**src/rtl/msrv32_ifu_if.sv**
```systemverilog
// msrv32 fetch unit signal bundle:
// instruction memory, redirect and decoder handshakes.
interface msrv32_ifu_if;
   logic        imem_req_out;
   logic [31:0] imem_addr_out;
   logic        imem_ack_in;
   logic [31:0] imem_rdata_in;
   logic        redirect_in;
   logic [31:0] redirect_pc_in;
   logic        instr_valid_out;
   logic [31:0] instr_out;
   logic [31:0] pc_out;
   logic        instr_ready_in;
   logic        misaligned_instr_out;

   modport master (
      output imem_req_out, imem_addr_out,
      output instr_valid_out, instr_out, pc_out,
      output misaligned_instr_out,
      input  imem_ack_in, imem_rdata_in,
      input  redirect_in, redirect_pc_in,
      input  instr_ready_in
   );

   modport slave (
      input  imem_req_out, imem_addr_out,
      input  instr_valid_out, instr_out, pc_out,
      input  misaligned_instr_out,
      output imem_ack_in, imem_rdata_in,
      output redirect_in, redirect_pc_in,
      output instr_ready_in
   );
endinterface

```
**src/rtl/msrv32_ifu.sv**
```systemverilog
// msrv32 instruction fetch unit: one-outstanding imem
// requester feeding a 2-entry {pc, instr} FIFO.
module msrv32_ifu #(
   parameter logic [31:0] BOOT_ADDR = 32'h0000_0000
) (
   input  logic         ms_riscv32_mp_clk_in,
   input  logic         ms_riscv32_mp_rst_in,
   msrv32_ifu_if.master bus
);
   typedef enum logic [1:0] {
      FETCH = 2'd0,
      DRAIN = 2'd1,
      HALT  = 2'd2
   } state_t;

   logic        clk;
   logic        rst;
   state_t      state;
   state_t      state_n;
   logic        halt_q;
   logic        halt_n;
   logic [31:0] fetch_pc;
   logic [31:0] req_addr_q;
   logic [31:0] addr;
   logic        pend_q;
   logic        req;
   logic        xfer;
   logic        push;
   logic        pop;
   logic        redir;
   logic        redir_ok;
   logic        redir_bad;
   logic        mis_q;
   logic [31:0] fifo_pc  [2];
   logic [31:0] fifo_ins [2];
   logic [1:0]  count;
   logic        rd_ptr;
   logic        wr_ptr;

   assign clk       = ms_riscv32_mp_clk_in;
   assign rst       = ms_riscv32_mp_rst_in;
   assign redir     = bus.redirect_in;
   assign redir_bad = redir && (bus.redirect_pc_in[1:0] != 2'b00);
   assign redir_ok  = redir && !redir_bad;
   assign xfer      = req && bus.imem_ack_in;
   assign push      = (state == FETCH) && xfer && !redir;
   assign pop       = (count != 2'd0) && bus.instr_ready_in && !redir;
   assign wr_ptr    = rd_ptr ^ count[0];

   always_ff @(posedge clk or posedge rst) begin
      if (rst) begin
         state  <= FETCH;
         halt_q <= 1'b0;
      end else begin
         state  <= state_n;
         halt_q <= halt_n;
      end
   end

   // halt_q remembers where DRAIN goes once the stale ack lands
   always_comb begin
      state_n = state;
      halt_n  = halt_q;
      unique case (state)
         FETCH: begin
            if (redir) begin
               halt_n = redir_bad;
               if (req && !bus.imem_ack_in)
                  state_n = DRAIN;
               else if (redir_bad)
                  state_n = HALT;
            end
         end
         DRAIN: begin
            if (redir)
               halt_n = redir_bad;
            if (xfer)
               state_n = (redir ? redir_bad : halt_q) ? HALT : FETCH;
         end
         HALT: begin
            if (redir_ok) begin
               state_n = FETCH;
               halt_n  = 1'b0;
            end
         end
         default: state_n = FETCH;
      endcase
   end

   // a pending request keeps its captured address until acked
   always_comb begin
      req  = 1'b0;
      addr = pend_q ? req_addr_q : fetch_pc;
      if (!rst) begin
         unique case (state)
            FETCH:   req = pend_q || (count != 2'd2);
            DRAIN:   req = pend_q;
            default: req = 1'b0;
         endcase
      end
   end

   always_ff @(posedge clk or posedge rst) begin
      if (rst) begin
         fetch_pc    <= BOOT_ADDR;
         req_addr_q  <= 32'h0;
         pend_q      <= 1'b0;
         mis_q       <= 1'b0;
         count       <= 2'd0;
         rd_ptr      <= 1'b0;
         fifo_pc[0]  <= 32'h0;
         fifo_pc[1]  <= 32'h0;
         fifo_ins[0] <= 32'h0;
         fifo_ins[1] <= 32'h0;
      end else begin
         pend_q     <= req && !bus.imem_ack_in;
         req_addr_q <= addr;
         mis_q      <= redir_bad;
         if (redir_ok)
            fetch_pc <= bus.redirect_pc_in;
         else if (push)
            fetch_pc <= fetch_pc + 32'd4;
         if (push) begin
            fifo_pc[wr_ptr]  <= addr;
            fifo_ins[wr_ptr] <= bus.imem_rdata_in;
         end
         if (redir)
            count <= 2'd0;
         else
            count <= count + {1'b0, push} - {1'b0, pop};
         if (pop)
            rd_ptr <= ~rd_ptr;
      end
   end

   assign bus.imem_req_out         = req;
   assign bus.imem_addr_out        = addr;
   assign bus.instr_valid_out      = (count != 2'd0);
   assign bus.instr_out            = fifo_ins[rd_ptr];
   assign bus.pc_out               = fifo_pc[rd_ptr];
   assign bus.misaligned_instr_out = mis_q;
endmodule

```
**src/flat_wrapper.sv**
```systemverilog
// flat-port wrapper written by rule: the top's interface ports become plain ports
module msrv32_ifu_flat 
#(
   parameter logic [31:0] BOOT_ADDR = 32'h0000_0000
)
  (ms_riscv32_mp_clk_in, ms_riscv32_mp_rst_in, bus_imem_req_out, bus_imem_addr_out, bus_instr_valid_out, bus_instr_out, bus_pc_out, bus_misaligned_instr_out, bus_imem_ack_in, bus_imem_rdata_in, bus_redirect_in, bus_redirect_pc_in, bus_instr_ready_in);
  msrv32_ifu_if bus_i ();
  input  logic ms_riscv32_mp_clk_in;
  input  logic ms_riscv32_mp_rst_in;
  output wire logic [$bits(bus_i.imem_req_out)-1:0] bus_imem_req_out;
  output wire logic [$bits(bus_i.imem_addr_out)-1:0] bus_imem_addr_out;
  output wire logic [$bits(bus_i.instr_valid_out)-1:0] bus_instr_valid_out;
  output wire logic [$bits(bus_i.instr_out)-1:0] bus_instr_out;
  output wire logic [$bits(bus_i.pc_out)-1:0] bus_pc_out;
  output wire logic [$bits(bus_i.misaligned_instr_out)-1:0] bus_misaligned_instr_out;
  input wire logic [$bits(bus_i.imem_ack_in)-1:0] bus_imem_ack_in;
  input wire logic [$bits(bus_i.imem_rdata_in)-1:0] bus_imem_rdata_in;
  input wire logic [$bits(bus_i.redirect_in)-1:0] bus_redirect_in;
  input wire logic [$bits(bus_i.redirect_pc_in)-1:0] bus_redirect_pc_in;
  input wire logic [$bits(bus_i.instr_ready_in)-1:0] bus_instr_ready_in;
  assign bus_imem_req_out = bus_i.imem_req_out;
  assign bus_imem_addr_out = bus_i.imem_addr_out;
  assign bus_instr_valid_out = bus_i.instr_valid_out;
  assign bus_instr_out = bus_i.instr_out;
  assign bus_pc_out = bus_i.pc_out;
  assign bus_misaligned_instr_out = bus_i.misaligned_instr_out;
  assign bus_i.imem_ack_in = bus_imem_ack_in;
  assign bus_i.imem_rdata_in = bus_imem_rdata_in;
  assign bus_i.redirect_in = bus_redirect_in;
  assign bus_i.redirect_pc_in = bus_redirect_pc_in;
  assign bus_i.instr_ready_in = bus_instr_ready_in;
  msrv32_ifu #(.BOOT_ADDR(BOOT_ADDR)) u_core (.ms_riscv32_mp_clk_in(ms_riscv32_mp_clk_in), .ms_riscv32_mp_rst_in(ms_riscv32_mp_rst_in), .bus(bus_i));
endmodule
```
**config.mk**
```make
export PLATFORM = sky130hd
export DESIGN_NAME = msrv32_ifu_flat
export DESIGN_NICKNAME = d
export VERILOG_FILES = /design/src/rtl/msrv32_ifu_if.sv /design/src/rtl/msrv32_ifu.sv /design/src/flat_wrapper.sv
export SDC_FILE = /design/constraint.sdc
export NUM_CORES = 1
export LEC_CHECK = 0
export ABC_AREA = 1
export BUFFER_PORTS_ARGS = -buffer_cell sky130_fd_sc_hd__clkbuf_2
export CAP_MARGIN = 20
export CELL_PAD_IN_SITES_DETAIL_PLACEMENT = 1
export CELL_PAD_IN_SITES_GLOBAL_PLACEMENT = 2
export CORE_MARGIN = 5
export CORE_UTILIZATION = 32
export CTS_CLUSTER_DIAMETER = 200
export DETAILED_ROUTE_END_ITERATION = 8
export PLACE_DENSITY_LB_ADDON = 0.3
export SKIP_LAST_GASP = 1
export SLEW_MARGIN = 20
export SYNTH_ARGS = -nofsm -noshare
export SYNTH_HDL_FRONTEND = slang
export SYNTH_SLANG_ARGS = --single-unit
export TNS_END_PERCENT = 1
```
**constraint.sdc**
```tcl
create_clock -name ms_riscv32_mp_clk_in -period 8.1 [get_ports ms_riscv32_mp_clk_in]
set_input_delay 1.215 -clock ms_riscv32_mp_clk_in [delete_from_list [all_inputs] [get_ports ms_riscv32_mp_clk_in]]
set_output_delay 1.215 -clock ms_riscv32_mp_clk_in [all_outputs]
set_load 0.01 [all_outputs]
```
; Yosys cells after proc, flatten, opt, wreduce, memory -nomap -nowiden
; Cells that the tools add are included.
[totals]
ff_bits = 200
latch_bits = 0
ram_bits = 0
rom_bits = 0
output_inout_bits = 99
elab_cells = 76
memories = 0
[classes]
addsub = 3
n_mul = 0
div = 0
order_cmp = 3
n_eq_ne = 7
shifts = 0
n_mux = 26
n_bitwise = 4
reduce_logical = 21
[ops]
columns = operator, n
row1 = 2-to-1 mux 32 bit, 10
row2 = bitwise mux 64 bit, 2
row3 = adder 32 x 3 -> 32 bit (second input constant), 1
row4 = demux 32 bit (select 1 bit), 1
row5 = 2-to-1 mux 2 bit, 7
row6 = logical AND 1 bit, 9
row7 = nonzero test 2 bit, 4
row8 = one-hot mux 2 bit (3 select lines), 1
row9 = greater-or-equal comparator 2 bit (second input constant), 2
row10 = inequality test 2 x 1 -> 1 bit (second input constant), 2
row11 = inequality test 2 bit (second input constant), 2
row12 = NOT 1 -> 2 bit, 2
row13 = one-hot mux 1 bit (2 select lines), 2
row14 = AND reduction 4 bit, 1
row15 = zero test 1 bit, 3
row16 = 2-to-1 mux 1 bit, 3
row17 = inequality test 3 x 2 -> 1 bit (second input constant), 1
row18 = adder 2 x 1 -> 2 bit, 1
row19 = equality test 2 x 1 -> 1 bit (second input constant), 1
row20 = equality test 2 bit (second input constant), 1
row21 = zero test 2 bit, 1
row22 = less-than comparator 2 x 1 -> 1 bit (second input constant), 1
row23 = AND reduction 2 bit, 1
row24 = OR reduction 2 bit, 1
row25 = other kinds (4), 4

; Logic depth before layout (Yosys ltp)
; Gate-level depths: netlist (run 1).
[depth]
word_depth = 10
ltp_mapped = 12
ltp_nobuf = 11

; Worst setup path before layout (run 1)
; No wires, ideal clock.
[synth_timing]
path_kind = in2out
start = in ms_riscv32_mp_rst_in
end = out bus_imem_req_out
arrival_time_ps = 1612
slack_ps = 5273
path_stages = 3
cell_sequence = nor2_1 nand2_1 inv_1
[synth_via]
elab_chain_len = 1
[synth_rtl]
columns = item, line_no
row1 = from (decl), flat_wrapper.sv:9  ; input logic ms_riscv32_mp_rst_in;
row2 = 2-to-1 mux 1 bit, msrv32_ifu.sv:94  ; if (!rst) begin
row3 = to (decl), flat_wrapper.sv:10  ; output wire logic [$bits(bus_i.imem_req_out)-1:0] bus_imem_req_out;
; No other way between the ends.

; Worst setup path in the final report (run 1)
[layout_timing]
start = reg u_core.rd_ptr
end = out bus_pc_out[18]
[layout_via]
elab_chain_len = 4
[layout_rtl]
columns = item, line_no
row1 = from (decl), msrv32_ifu.sv:37  ; logic rd_ptr;
row2 = from (signal assigned), msrv32_ifu.sv:132  ; rd_ptr <= ~rd_ptr;
row3 = NOT 1 -> 2 bit (not written as such), msrv32_ifu.sv:140  ; assign bus.pc_out = fifo_pc[rd_ptr];
row4 = 2-to-1 mux 32 bit (not written as such) (3 in series), msrv32_ifu.sv:140
row5 = to (decl), flat_wrapper.sv:14  ; output wire logic [$bits(bus_i.pc_out)-1:0] bus_pc_out;
; No other way between the ends. The select of a mux whose other input is x is not followed.

==> results.txt, run 1 <==
R2R Path Start: u_core.rd_ptr
WP data required: 6.88 ns
Nature of the critical path endpoint: primary output
Largest net degree at the start of global routing: 136
Vias per cell: 4.71
Clock slew at reported path FFs: 0.08 ns
Global Route Usage Sum: 0.181
Status: completed
Commonest non-fill, non-tap cell in the layout: nand2_1
Layout cell share with drive strength beyond 1: 0.155
Synth Area in Compound Gates: 0.135
Final #Nets: 1494
Clock skew: 0.0137 ns
Core area: 29700 sq um
Antenna violations before repair: 0
Post-Syn Nets: 1367
Critical-path cell list: buf_4 > o21ai_0 > clkbuf_2
Crit path DAT: 2.48 ns
Max-Cap Viols: 0
Setup_tns: 0 ns
Worst VDD drop: 0.000137 V
Area Overhead vs Synth: 17.4%
Setup Buffers After CTS: 0
Initial Util: 0.325
Synth top area cells: dfrtp_1, nand2_1, o21ai_0
Max Clk Rate: 271 MHz
Rel. slew slack: 0.339
Hold_buf cts: 0
Simple-Gate Fraction of Synth Area: 0.257
DR pass1 iterations: 5
Fin cells: 1824
Post-synthesis mux area share: 0
CTS sink cnt: 200
R2r setup slk: 4.78 ns
R2R cell count: 6
CTS buffer count: 17
Main combinational cell family by area after synthesis: simple AND/OR/NAND/NOR gates
Final Critical Period: 3.69 ns
GP Congestion: 0.816
Gr ovfl total: 0
Post-synthesis sequential area ratio: 0.518
Hpwl dp: 20900 um
Crit-path leading delay family: flip-flops
RSZ-0062 raised after global routing: false
Cell variety after synth: 24
Total power: 4.04 mW
Synth Register Bits: 200
CTS tree: built
Post-route DRC: 0
Clk_lat worst skew: 0.43 ns
Syn Inst Count: 1295
CP Buf/Inv Count: 2
Synth Warn #: 0
HP Start: u_core.fetch_pc[1]
Avg Inst Size Synth: 7.46 sq um
Startpoint Class: register
Post-synthesis adder-cell area fraction: 0.00388
Area leader, netlist: dfrtp_1
Post-CTS Resized: 0
Final Max Slew Viols: 0
H-tree levels: 4
1st-iter DRT viols: 536
Post-DRT Antenna Nets: 0
P per Cell Area: 356 nW/um^2
Die Footprint: 33800 sq um
Ys async rst share: 1.00
Buffers added on ports: 167
Synth top area share: 0.518
Class of the most critical hold timing path: reg2reg
Dpl cells: 1793
Final setup violation count: 0
WL/cell: 16.5 um
Fin. Hold Viols: 0
First-pass GRT wire length: 49300 um
Critical path's slowest cell: dfrtp_4
Diode count: 0
Highest-count cells in the layout ignoring fill and taps: nand2_1, dfrtp_1, o21ai_0
Slowest stage delay, CP: 0.86 ns
Leak pwr: 5.68 nW
Die H: 184 um
WHS Endpoint: u_core.fetch_pc[1]
Synth Flop Type: dfrtp_1
Vias in the first global route: 8800
Final worst-path cycle share: 0.456
Root Driver: clkbuf_16
Critical path class: reg2out
Final wirelength: 30100 um
Tightest Pin Transition: 0.991 ns
Synth Cell Area: 9660 sq um
Max Root-Sink Buffers: 2
CP max FO: 69
Synth Area in XOR/XNOR: 0.00363
Rows: 63
Post-synth EDFFs: 0
DR vias: 8597
R2R Path End: u_core.fifo_pc[43]
Hold Path Stages: 2
Chip Width: 184 um
Num ports: 168
## state kept, by name (all words and copies together), names as in the netlist
register                         flops
u_core.pend_q                        1
u_core.halt_q                        1
u_core.state                         2
u_core.bus.misaligned_instr_out      1
u_core.fifo_ins                     64
u_core.fetch_pc                     32
u_core.count                         2
u_core.req_addr_q                   32
u_core.rd_ptr                        1
u_core.fifo_pc                      64
## worst reg2reg max path, stage by stage (launching register included)
cell,delay (ns)
dfrtp_4,0.86
xnor2_2,0.19
buf_4,0.58
inv_1,0.18
nor2_4,0.48
buf_6,0.66
o21ai_0,0.22
## worst max path at each step
stage / from / end / slack (ns) / depth (start not counted)
final: u_core.rd_ptr / bus_pc_out[18] / 4.41 / 3
after global routing: u_core.rd_ptr / bus_pc_out[18] / 4.20 / 4
after CTS: u_core.rd_ptr / bus_pc_out[21] / 4.35 / 3
after detailed placement: ms_riscv32_mp_rst_in / u_core.fifo_ins[17] / 4.11 / 8
after global placement: ms_riscv32_mp_rst_in / u_core.fifo_pc[3] / 4.19 / 8
after floorplan: ms_riscv32_mp_rst_in / u_core.bus.misaligned_instr_out / 1.43 / 1
## through the flow
stage                      util  hold slack [ns]  setup slack, ns  instance area, sq um
after CTS                 0.382            0.498             4.35                 11300
final                     0.382            0.493             4.41                 11300
after global placement    0.362            0.469             4.19                 10800
after floorplan               -            0.457             1.43                  9660
after global routing      0.382            0.534             4.20                 11300
after detailed placement  0.362            0.479             4.11                 10800
## synth_stat cells (all sizes together) (2+ instances only)
| cell type | number |
|---|---|
| nand2 | 483 |
| o21ai | 246 |
| dfrtp | 200 |
| nand3b | 2 |
| ha | 3 |
| nand3 | 48 |
| inv | 129 |
| or2 | 5 |
| nand4 | 3 |
| nor3 | 2 |
| nor2 | 87 |
| a21oi | 14 |
| clkbuf | 39 |
| buf | 29 |
| xnor2 | 3 |
## per-layer routing
metal | wire (um) | GRT usage
met3 | 1030 | 0.0235
met5 | 0 | 0
met2 | 13400 | 0.279
met4 | 410 | 0.0432
met1 | 15300 | 0.272
## area by class of cell
class	instances	area (sq um)
clock inverter	13	131
fill	3693	18400
sequential	200	5010
timing repair buffer	176	907
clock buffer	18	439
tap	390	488
inverter	129	492
multi-input combinational	898	3880
## power by group
part	internal [mW]	switching, mW	total (mW)	leakage [nW]
logic	0.496	1.05	1.55	2.87
registers	1.41	0.246	1.65	2.54
clock network	0.417	0.422	0.840	0.276
## kinds of logic after synthesis
| logic type | Yosys count |
|---|---|
| AO/OA/AOI/OAI | 261 |
| XOR/XNOR | 4 |
| adder cells (fa/ha/maj) | 3 |
| buffers and inverters | 197 |
| flip-flops | 200 |
| AND/OR/NAND/NOR | 630 |
(Power assumes the default switching activity.)
==> inputs of run 2 (changes only) <==
Settings changed: ABC_AREA 1 to 0, CORE_UTILIZATION 32 to 36.
Clock period 8.1 ns to 3.7 ns, I/O delays scaled along.
==> run 2 against run 1 <==
Register-to-register slack worse by 3.4 ns. Global-route usage down 2.0 points. Largest cell class unchanged. Highest routed layer is now met5. Total power increased by 88%.
==> results.txt, run 2 <==
CTS buffer count: 17
Chip Width: 167 um
Synth top area share: 0.563
DR vias: 6049
Gr ovfl total: 0
Post-DRT Antenna Nets: 0
Final wirelength: 22200 um
Max Clk Rate: 355 MHz
R2r setup slk: 1.34 ns
First-pass GRT wire length: 36500 um
Synth Cell Area: 8890 sq um
Crit-path leading delay family: flip-flops
RSZ-0062 raised after global routing: false
Post-Syn Nets: 832
Hold_buf cts: 0
Initial Util: 0.366
Vias per cell: 4.84
Rel. slew slack: 0.371
1st-iter DRT viols: 285
Buffers added on ports: 167
Core area: 24300 sq um
Clock slew at reported path FFs: 0.08 ns
Highest-count cells in the layout ignoring fill and taps: dfrtp_1, clkbuf_2, mux2_2
Final setup violation count: 0
Most common cell in the synthesized netlist: dfrtp_1
Root Driver: clkbuf_16
CP Buf/Inv Count: 2
CTS tree: built
Fin. Hold Viols: 0
P per Cell Area: 717 nW/um^2
Area leader, netlist: dfrtp_1
Max-Cap Viols: 0
Synth top cells by count: dfrtp_1, mux2_2, nand2_1
Layout cell share with drive strength beyond 1: 0.368
Final Critical Period: 2.82 ns
Num ports: 168
Avg Inst Size Synth: 11.7 sq um
Post-CTS Resized: 0
Ys async rst share: 1.00
Class of the most critical hold timing path: in2async
Synth Flop Type: dfrtp_1
Diode count: 0
R2R Path End: u_core.fifo_ins[5]
Uppermost layer routed: met5
Total power: 7.58 mW
Clock skew: 0.0119 ns
Status: completed
Global Route Usage Sum: 0.162
Synth Register Bits: 200
Die H: 167 um
Crit path DAT: 2.26 ns
Setup_tns: 0 ns
Final Max Slew Viols: 0
H-tree levels: 4
Routed wl met3: 982 um
Post-route DRC: 0
Final #Nets: 985
WL/cell: 17.8 um
Worst VDD drop: 0.000305 V
R2R cell count: 4
Startpoint Class: register
R2R Path Start: u_core.rd_ptr
Critical path's slowest cell: dfrtp_4
Hpwl dp: 15600 um
Tightest Pin Transition: 0.935 ns
Fillers: 2688
Synth top area cells: dfrtp_1, mux2_2, nand2_1
Commonest non-fill, non-tap cell in the layout: dfrtp_1
Critical path class: reg2out
Vias in the first global route: 6637
Syn Inst Count: 760
Slowest stage delay, CP: 0.80 ns
DR pass1 iterations: 4
Area Overhead vs Synth: 18.8%
Nature of the critical path endpoint: primary output
WP data required: 3.14 ns
Post-synthesis sequential area ratio: 0.563
Final worst-path cycle share: 0.762
Max Root-Sink Buffers: 2
Antenna violations before repair: 1
Met1 Wirelength: 10800 um
Rows: 57
Clk_lat worst skew: 0.44 ns
Critical-path cell list: buf_4 > mux2_2 > clkbuf_2
CP max FO: 34
Leak pwr: 5.11 nW
GP Congestion: 0.727
Largest net degree at the start of global routing: 95
Post-synth EDFFs: 0
Met2 Wirelength: 10200 um
CTS sink cnt: 200
Die Footprint: 28000 sq um
Cell variety after synth: 41
Top Registers: u_core.fifo_ins (64), u_core.fifo_pc (64)
Synth Warn #: 0
Setup Buffers After CTS: 0
[run 2: changes by cell type in the layout (fill, tap and decap cells not counted), moves of 33 or more]
cell / before / now
o21ai_0: 194 / 59
nand3_1: 48 / 13
nand2_1: 482 / 101
inv_1: 127 / 39
mux2i_1: 0 / 33
nor2_1: 84 / 15
mux2_2: 0 / 123
[run 2: per-layer routing]
layer,up-vias,GRT usage
met2,119,0.255
met5,-,0
met4,2,0.0462
met3,20,0.0380
li1,2888,-
met1,3020,0.224
[run 2: worst max-delay path by stage]
stage	start	to	slack [ns]	cells past startpoint
final	u_core.rd_ptr	bus_pc_out[0]	0.88	3
after global routing	u_core.rd_ptr	bus_instr_out[13]	0.78	3
after CTS	u_core.rd_ptr	bus_instr_out[5]	0.84	3
after detailed placement	u_core.rd_ptr	u_core.fifo_ins[5]	1.29	4
after global placement	u_core.rd_ptr	u_core.fifo_ins[5]	1.33	4
after floorplan	ms_riscv32_mp_rst_in	u_core.bus.misaligned_instr_out	0.56	1
[run 2: worst reg2reg max path: cells and delay by family, from the launching register on]
kind / cells / cell delay, ns
DFF: 1 / 0.71
and+or+nand+nor: 1 / 0.54
xor gates and xnor gates: 1 / 0.38
buffers and inverters: 1 / 0.27
muxes: 1 / 0.36
[run 2: cells by family (layout without fill, tap and decap cells)]
| kind of cell | after synthesis | in the layout | synth area share |
|---|---|---|---|
| AOI/OAI and AO/OA | 102 | 102 | 0.0591 |
| buffers and inverters | 84 | 249 | 0.0492 |
| muxes | 162 | 162 | 0.200 |
| and+or+nand+nor | 177 | 177 | 0.0928 |
| xor gates and xnor gates | 32 | 32 | 0.0315 |
| DFF | 200 | 200 | 0.563 |
| adders and majority gates | 3 | 3 | 0.00422 |
[run 2: power breakdown]
part	leakage, nW	switching [mW]	internal (mW)
registers	2.55	0.523	2.92
logic	2.28	1.10	1.21
clock network	0.280	0.940	0.893
[run 2: layout make-up]
cell class,instances,area [sq um],area share
clock buffer,17,425,0.0403
multi-input combinational,476,3460,0.328
inverter,40,154,0.0146
timing repair buffer,178,968,0.0917
clock inverter,14,138,0.0130
tap,324,405,0.0384
sequential,200,5010,0.474
[run 2: through the flow]
step | hold WS [ns] | utilization | std cells | cell area (sq um) | setup WS [ns]
global placement | 0.458 | 0.411 | 1218 | 10000 | 1.33
floorplan | 0.444 | - | 760 | 8900 | 0.557
global route | 0.277 | 0.434 | 1249 | 10600 | 0.778
detailed placement | 0.470 | 0.411 | 1218 | 10000 | 1.29
finish | 0.232 | 0.434 | 1249 | 10600 | 0.881
CTS | 0.250 | 0.434 | 1249 | 10600 | 0.837
